--- config.mk ---
export PLATFORM = sky130hd
export DESIGN_NAME = handshake_source
export DESIGN_NICKNAME = d
export VERILOG_FILES = /design/src/rtl/handshake_source.sv
export SDC_FILE = /design/constraint.sdc
export NUM_CORES = 1
export LEC_CHECK = 0
export CORE_UTILIZATION = 40
export CTS_BUF_LIST = sky130_fd_sc_hd__clkbuf_2 sky130_fd_sc_hd__clkbuf_4 sky130_fd_sc_hd__clkbuf_8
export CTS_CLUSTER_SIZE = 16
export DETAILED_ROUTE_END_ITERATION = 10
export MAX_ROUTING_LAYER = met4
export PLACE_DENSITY = 0.72
export RECOVER_POWER = 50
export SLEW_MARGIN = 20
export SYNTH_ARGS = -nofsm -noshare
export SYNTH_HDL_FRONTEND = slang
export SYNTH_SLANG_ARGS = --single-unit
--- constraint.sdc ---
create_clock -name clock -period 4.3 [get_ports clock]
set_input_delay 0.645 -clock clock [delete_from_list [all_inputs] [get_ports clock]]
set_output_delay 0.645 -clock clock [all_outputs]
set_load 0.02 [all_outputs]
--- src/rtl/handshake_source.sv ---
// Burst transmitter on the producer side of a valid/ready stream: emits an
// arithmetic sequence of beats with an optional idle gap, honouring backpressure.
module handshake_source #(
    parameter int VALUE_BITS = 8,
    parameter int COUNT_BITS = 8,
    parameter int GAP_BITS   = 4
) (
    input  logic                  clock,
    input  logic                  reset,
    input  logic                  i_start,
    input  logic [VALUE_BITS-1:0] i_base,
    input  logic [VALUE_BITS-1:0] i_step,
    input  logic [COUNT_BITS-1:0] i_count,
    input  logic [GAP_BITS-1:0]   i_gap,
    output logic                  o_busy,
    output logic                  o_done,
    output logic [COUNT_BITS-1:0] o_sent,
    output logic [VALUE_BITS-1:0] o_value,
    output logic                  o_valid,
    input  logic                  i_ready
);

    typedef enum logic [1:0] {
        ST_IDLE = 2'd0,
        ST_SEND = 2'd1,
        ST_GAP  = 2'd2,
        ST_DONE = 2'd3
    } state_t;

    state_t                  state_r, state_s;
    logic [VALUE_BITS-1:0]   value_r, value_s;
    logic [VALUE_BITS-1:0]   step_r, step_s;
    logic [COUNT_BITS-1:0]   count_r, count_s;
    logic [COUNT_BITS-1:0]   sent_r, sent_s;
    logic [GAP_BITS-1:0]     gap_r, gap_s;
    logic [GAP_BITS-1:0]     gap_cnt_r, gap_cnt_s;
    logic                    valid_r, valid_s;
    logic                    busy_r, busy_s;
    logic                    done_r, done_s;
    logic                    xfer_s;
    logic                    last_s;

    // Next-state and next-output logic for the burst FSM
    always_comb begin
        state_s   = state_r;
        value_s   = value_r;
        step_s    = step_r;
        count_s   = count_r;
        sent_s    = sent_r;
        gap_s     = gap_r;
        gap_cnt_s = gap_cnt_r;
        valid_s   = valid_r;
        busy_s    = busy_r;
        done_s    = 1'b0;
        xfer_s    = valid_r & i_ready;
        last_s    = ((sent_r + COUNT_BITS'(1)) == count_r);

        case (state_r)
            ST_IDLE: begin
                if (i_start) begin
                    step_s  = i_step;
                    count_s = i_count;
                    gap_s   = i_gap;
                    sent_s  = '0;
                    busy_s  = 1'b1;
                    if (i_count != '0) begin
                        value_s = i_base;
                        valid_s = 1'b1;
                        state_s = ST_SEND;
                    end else begin
                        done_s  = 1'b1;
                        state_s = ST_DONE;
                    end
                end else begin
                    busy_s  = 1'b0;
                    valid_s = 1'b0;
                end
            end
            ST_SEND: begin
                if (xfer_s) begin
                    sent_s = sent_r + COUNT_BITS'(1);
                    if (last_s) begin
                        valid_s = 1'b0;
                        done_s  = 1'b1;
                        state_s = ST_DONE;
                    end else begin
                        value_s = value_r + step_r;
                        if (gap_r == '0) begin
                            valid_s = 1'b1;
                        end else begin
                            valid_s   = 1'b0;
                            gap_cnt_s = gap_r;
                            state_s   = ST_GAP;
                        end
                    end
                end else begin
                    valid_s = 1'b1;
                end
            end
            ST_GAP: begin
                // Valid rises on the edge that ends the last idle cycle
                if (gap_cnt_r <= GAP_BITS'(1)) begin
                    valid_s = 1'b1;
                    state_s = ST_SEND;
                end else begin
                    gap_cnt_s = gap_cnt_r - GAP_BITS'(1);
                end
            end
            ST_DONE: begin
                busy_s  = 1'b0;
                valid_s = 1'b0;
                state_s = ST_IDLE;
            end
            default: begin
                valid_s = 1'b0;
                busy_s  = 1'b0;
                state_s = ST_IDLE;
            end
        endcase
    end

    // State and output registers with synchronous reset
    always_ff @(posedge clock) begin
        if (reset) begin
            state_r   <= ST_IDLE;
            value_r   <= '0;
            step_r    <= '0;
            count_r   <= '0;
            sent_r    <= '0;
            gap_r     <= '0;
            gap_cnt_r <= '0;
            valid_r   <= 1'b0;
            busy_r    <= 1'b0;
            done_r    <= 1'b0;
        end else begin
            state_r   <= state_s;
            value_r   <= value_s;
            step_r    <= step_s;
            count_r   <= count_s;
            sent_r    <= sent_s;
            gap_r     <= gap_s;
            gap_cnt_r <= gap_cnt_s;
            valid_r   <= valid_s;
            busy_r    <= busy_s;
            done_r    <= done_s;
        end
    end

    assign o_value = value_r;
    assign o_valid = valid_r;
    assign o_busy  = busy_r;
    assign o_done  = done_r;
    assign o_sent  = sent_r;

endmodule

==> impl_results.md <==
* Slew at the pin closest to its max-slew limit at 1.04 ns
* Proportion of synthesized flip-flops having asynchronous set or reset at 0%
* Total inserted antenna cells at 0
* Via count of the first global-routing pass at 2378
* Final number of hold-violating endpoints at 0
* Static leakage at 1.25 nW
* Layout Cells excl Fill at 459
* Ranking of synthesized cells by area: sky130_fd_sc_hd__dfxtp_1 33%, sky130_fd_sc_hd__a21oi_1 9.2%, sky130_fd_sc_hd__nand2_1 7.3%
* Total negative setup slack at 0 ns
* P_sw at 0.000727 W
* GPL Wtd Cong at 0.886
* Pin count of the biggest net entering global routing at 28
* Number of DRC violations after detailed routing at 4
* Class of the worst hold path: reg -> reg
* Cells on worst reg2reg path at 8
* Yosys Warn Count at 0
* Launch point of the worst reg-to-reg path: state_r[1]
* Drt via density at 5.55
* Yosys reg bits at 45
* Die Span Y at 84.4 um
* GR Overflow Total at 0
* Sum of routed wire length over all layers at 6.39 mm
* Type of origin of the critical path: flip-flop
* Growth of design area from synthesis to finish at 21.5%
* Outcome: complete, but fails checks
* Start point of the critical path: state_r[1]
* # clock sinks at 45
* CP delay by family, top: compound AO/OA/AOI/OAI gates
* CP Depth at 8
* Worst setup skew after layout at 0.00906 ns
* Estimated wirelength of the detail-placed design at 4.80 mm
* Min cycle time layout at 2.62 ns
* Maximum Capacitance Violations at 0
* Most instantiated library cell after synthesis: sky130_fd_sc_hd__nand2_1
* Master of the slowest instance on the critical path: sky130_fd_sc_hd__inv_1
* Arrival time at the worst endpoint at 2.77 ns
* Internal power at 0.000959 W
* Die Outline Area at 7130 sq um
* Cell taking the most area after synthesis: sky130_fd_sc_hd__dfxtp_1
* Final Power at 0.00169 W
* Type of the setup path with the least slack: reg -> reg
* Cell row count at 29
* Wire length of the first global-routing pass at 10.7 mm
* Maximum clock insertion buffer count at 2
* Relative contribution of combinational cells to total power at 50.6%
* Startpoint of the worst hold path: step_r[5]
* Yosys cell types at 59
* Number of nets in the layout at 431
* Number of routed nets with antenna violations at 0
* Clock root cell: sky130_fd_sc_hd__clkbuf_8
* TritonCTS clock tree: yes
* Sink of the worst hold path: step_r[5]
* Share of Yosys cell area claimed by the top area cell type at 33.1%
* Synthesized area divided by synthesized cell count at 8.00 sq um
* Post-detailed-placement cell area at 3230 sq um
* Cell count after synthesis at 340
* Number of cells upsized or downsized after cts at 0
* Clock Power Share at 14.6%
* Slack of the worst reg-to-reg path at 1.68 ns
* PortBufs at 50
* Worst-path maximum fanout at 16
* Buffers and inverters on the worst path at 2
* Setup violation total in the final timing report at 0
* Number of max-slew violations in the final report at 0
* Terminus of the critical flop-to-flop path: gap_cnt_r[3]
* Routed len/inst at 13.9 um
* Hold-fix buffers, CTS at 0
* Crit-path cells: inv_1, ha_1, inv_1, nor2_1, a211oi_4, o21ai_0, o21ai_0, a21oi_1
* Width of the die at 84.4 um
* Period utilization at 61.0%
* Most used standard cells in the synthesized netlist: 53 x sky130_fd_sc_hd__nand2_1, 50 x sky130_fd_sc_hd__a21oi_1, 45 x sky130_fd_sc_hd__dfxtp_1
* Starting Density at 42.1%
* Total power density per cell area at 511 nW/um^2
* Number of antenna violations at the first check in global routing at 0
* Worst max-slew margin expressed relative to the limit at 30.7%
* Cell total after placement at 453
* CTS clk-pin slew, worst paths at 0.08 ns
* CP endpoint kind: flip-flop
* Slowest stage delay, CP at 0.49 ns
* Required time reported for the critical path endpoint at 4.44 ns
* Source-to-sink clock delay at the later pin of the worst-skew pair at 0.30 ns
* Failing checks: DRC
* Io pins at 51
* Number of buffers added for setup after CTS at 0
* Syn_nets at 388
* Unrepaired setup endpoints after global routing: false
* Share of layout cells above drive strength 1 at 5.76%
* Placeable core region at 6460 sq um
* Global Route Usage Sum at 19.3%
* CTS H-Tree Depth at 2
* Worst VDD drop at 0.189 mV
* Min-Delay Path Depth at 2
* Number of violations reported at the end of detailed-routing iteration 0 at 131
* Sequential share of power at 34.8%
* EDFF count, synth at 0
* Synth Cell Area at 2720 sq um
* Via count at 2546
* Total iterations of the first detailed-routing run at 7
* Max Freq at 381 MHz
* Inserted Clock Buffers at 5
* Total non-filler cell area in the finished layout at 3300 sq um
* Fraction of the yosys area taken by sequential cells at 33.1%
* Switching share of power at 43.1%
* Most used flip-flop cell after synthesis: sky130_fd_sc_hd__dfxtp_1
[sequential cells by signal, summed over array words and instances, names as in the netlist]
signal / flops
o_sent: 8
state_r: 2
count_r: 8
o_busy: 1
gap_cnt_r: 4
o_value: 8
gap_r: 4
step_r: 8
o_valid: 1
o_done: 1
[cell usage in the layout (no fill, tap or decap), types with 2 or more instances in the layout]
cell type	synthesis	layout
sky130_fd_sc_hd__nand4_1	2	2
sky130_fd_sc_hd__nor2_1	22	22
sky130_fd_sc_hd__a21o_1	3	3
sky130_fd_sc_hd__mux2i_1	2	2
sky130_fd_sc_hd__nor3_1	8	8
sky130_fd_sc_hd__inv_1	16	16
sky130_fd_sc_hd__nand2b_1	2	2
sky130_fd_sc_hd__o21a_1	3	3
sky130_fd_sc_hd__a311oi_1	2	2
sky130_fd_sc_hd__and2_1	3	3
sky130_fd_sc_hd__and3_2	2	2
sky130_fd_sc_hd__ha_1	15	15
sky130_fd_sc_hd__or4_1	4	4
sky130_fd_sc_hd__a31oi_1	4	4
sky130_fd_sc_hd__a21oi_1	50	50
sky130_fd_sc_hd__o2111ai_1	2	2
sky130_fd_sc_hd__nand3_1	9	9
sky130_fd_sc_hd__dfxtp_1	45	45
sky130_fd_sc_hd__nor2b_1	3	3
sky130_fd_sc_hd__nor4_1	3	3
sky130_fd_sc_hd__dlygate4sd3_1	0	17
sky130_fd_sc_hd__clkbuf_8	0	5
sky130_fd_sc_hd__a211oi_1	7	7
sky130_fd_sc_hd__a21boi_0	2	2
sky130_fd_sc_hd__xnor2_1	10	10
sky130_fd_sc_hd__o21ai_0	16	16
sky130_fd_sc_hd__clkdlybuf4s50_1	0	33
sky130_fd_sc_hd__xor2_1	3	3
sky130_fd_sc_hd__nand2_1	53	53
sky130_fd_sc_hd__or3_1	2	2
sky130_fd_sc_hd__o31ai_1	2	2
[power groups by stage]
stage / clock network [W] / logic, W / registers [W]
2_1_floorplan: 0 / 0.000601 / 0.000615
5_1_grt: 0.000269 / 0.000944 / 0.000600
3_5_place_dp: 0 / 0.000859 / 0.000597
6_report: 0.000245 / 0.000854 / 0.000587
4_1_cts: 0.000251 / 0.000863 / 0.000588
3_3_place_gp: 0 / 0.000842 / 0.000597
[tightest hold or removal path, delay by kind of cell, from the launching register on]
| family | cells | cell delay (ns) |
|---|---|---|
| and+or+nand+nor | 1 | 0.05 |
| DFF | 1 | 0.32 |
| AOI/OAI and AO/OA | 1 | 0.05 |
[area by class of cell]
class                   instances  area, sq um
flip-flops and latches         45          901
fillers                       645         3160
repair buffers                 52          512
inverters                      16         60.1
multi-input cells             263         1660
clock inverters                 1         5.00
well taps                      77         96.3
clock buffers                   5         68.8
[cell families after synthesis]
group                    count (synthesis)  synth area share [%]
AO/OA/AOI/OAI                          107                  25.0
XOR/XNOR                                13                  4.19
buffers and inverters                   32                  5.80
flip-flops                              45                  33.1
adder cells (fa/ha/maj)                 16                  7.64
AND/OR/NAND/NOR                        125                  23.5
multiplexers                             2                 0.736
[routing by layer]
layer  GRT usage (%)  up-vias  share of wire, %
met1            24.0     1173                47
met4            10.0        0               2.6
met3            3.54       16               4.5
li1                -     1298                 -
met2            29.7       59                46
met5               -        -                 0
[stage by stage]
step,worst slack (ns),hold WS (ns),util [%]
6_report,1.68,0.467,51.1
2_1_floorplan,2.03,0.440,-
4_1_cts,1.72,0.468,51.2
5_1_grt,1.46,0.495,51.1
3_3_place_gp,1.66,0.451,50.1
3_5_place_dp,1.57,0.457,50.1
[worst max path at each step]
stage | endpoint | slack, ns
CTS | gap_cnt_r[3] | 1.72
global placement | o_value[5] | 1.66
detailed placement | o_value[5] | 1.57
global route | gap_cnt_r[3] | 1.46
finish | gap_cnt_r[3] | 1.68
floorplan | o_value[1] | 2.03
Power figures use the tool's default switching activity.
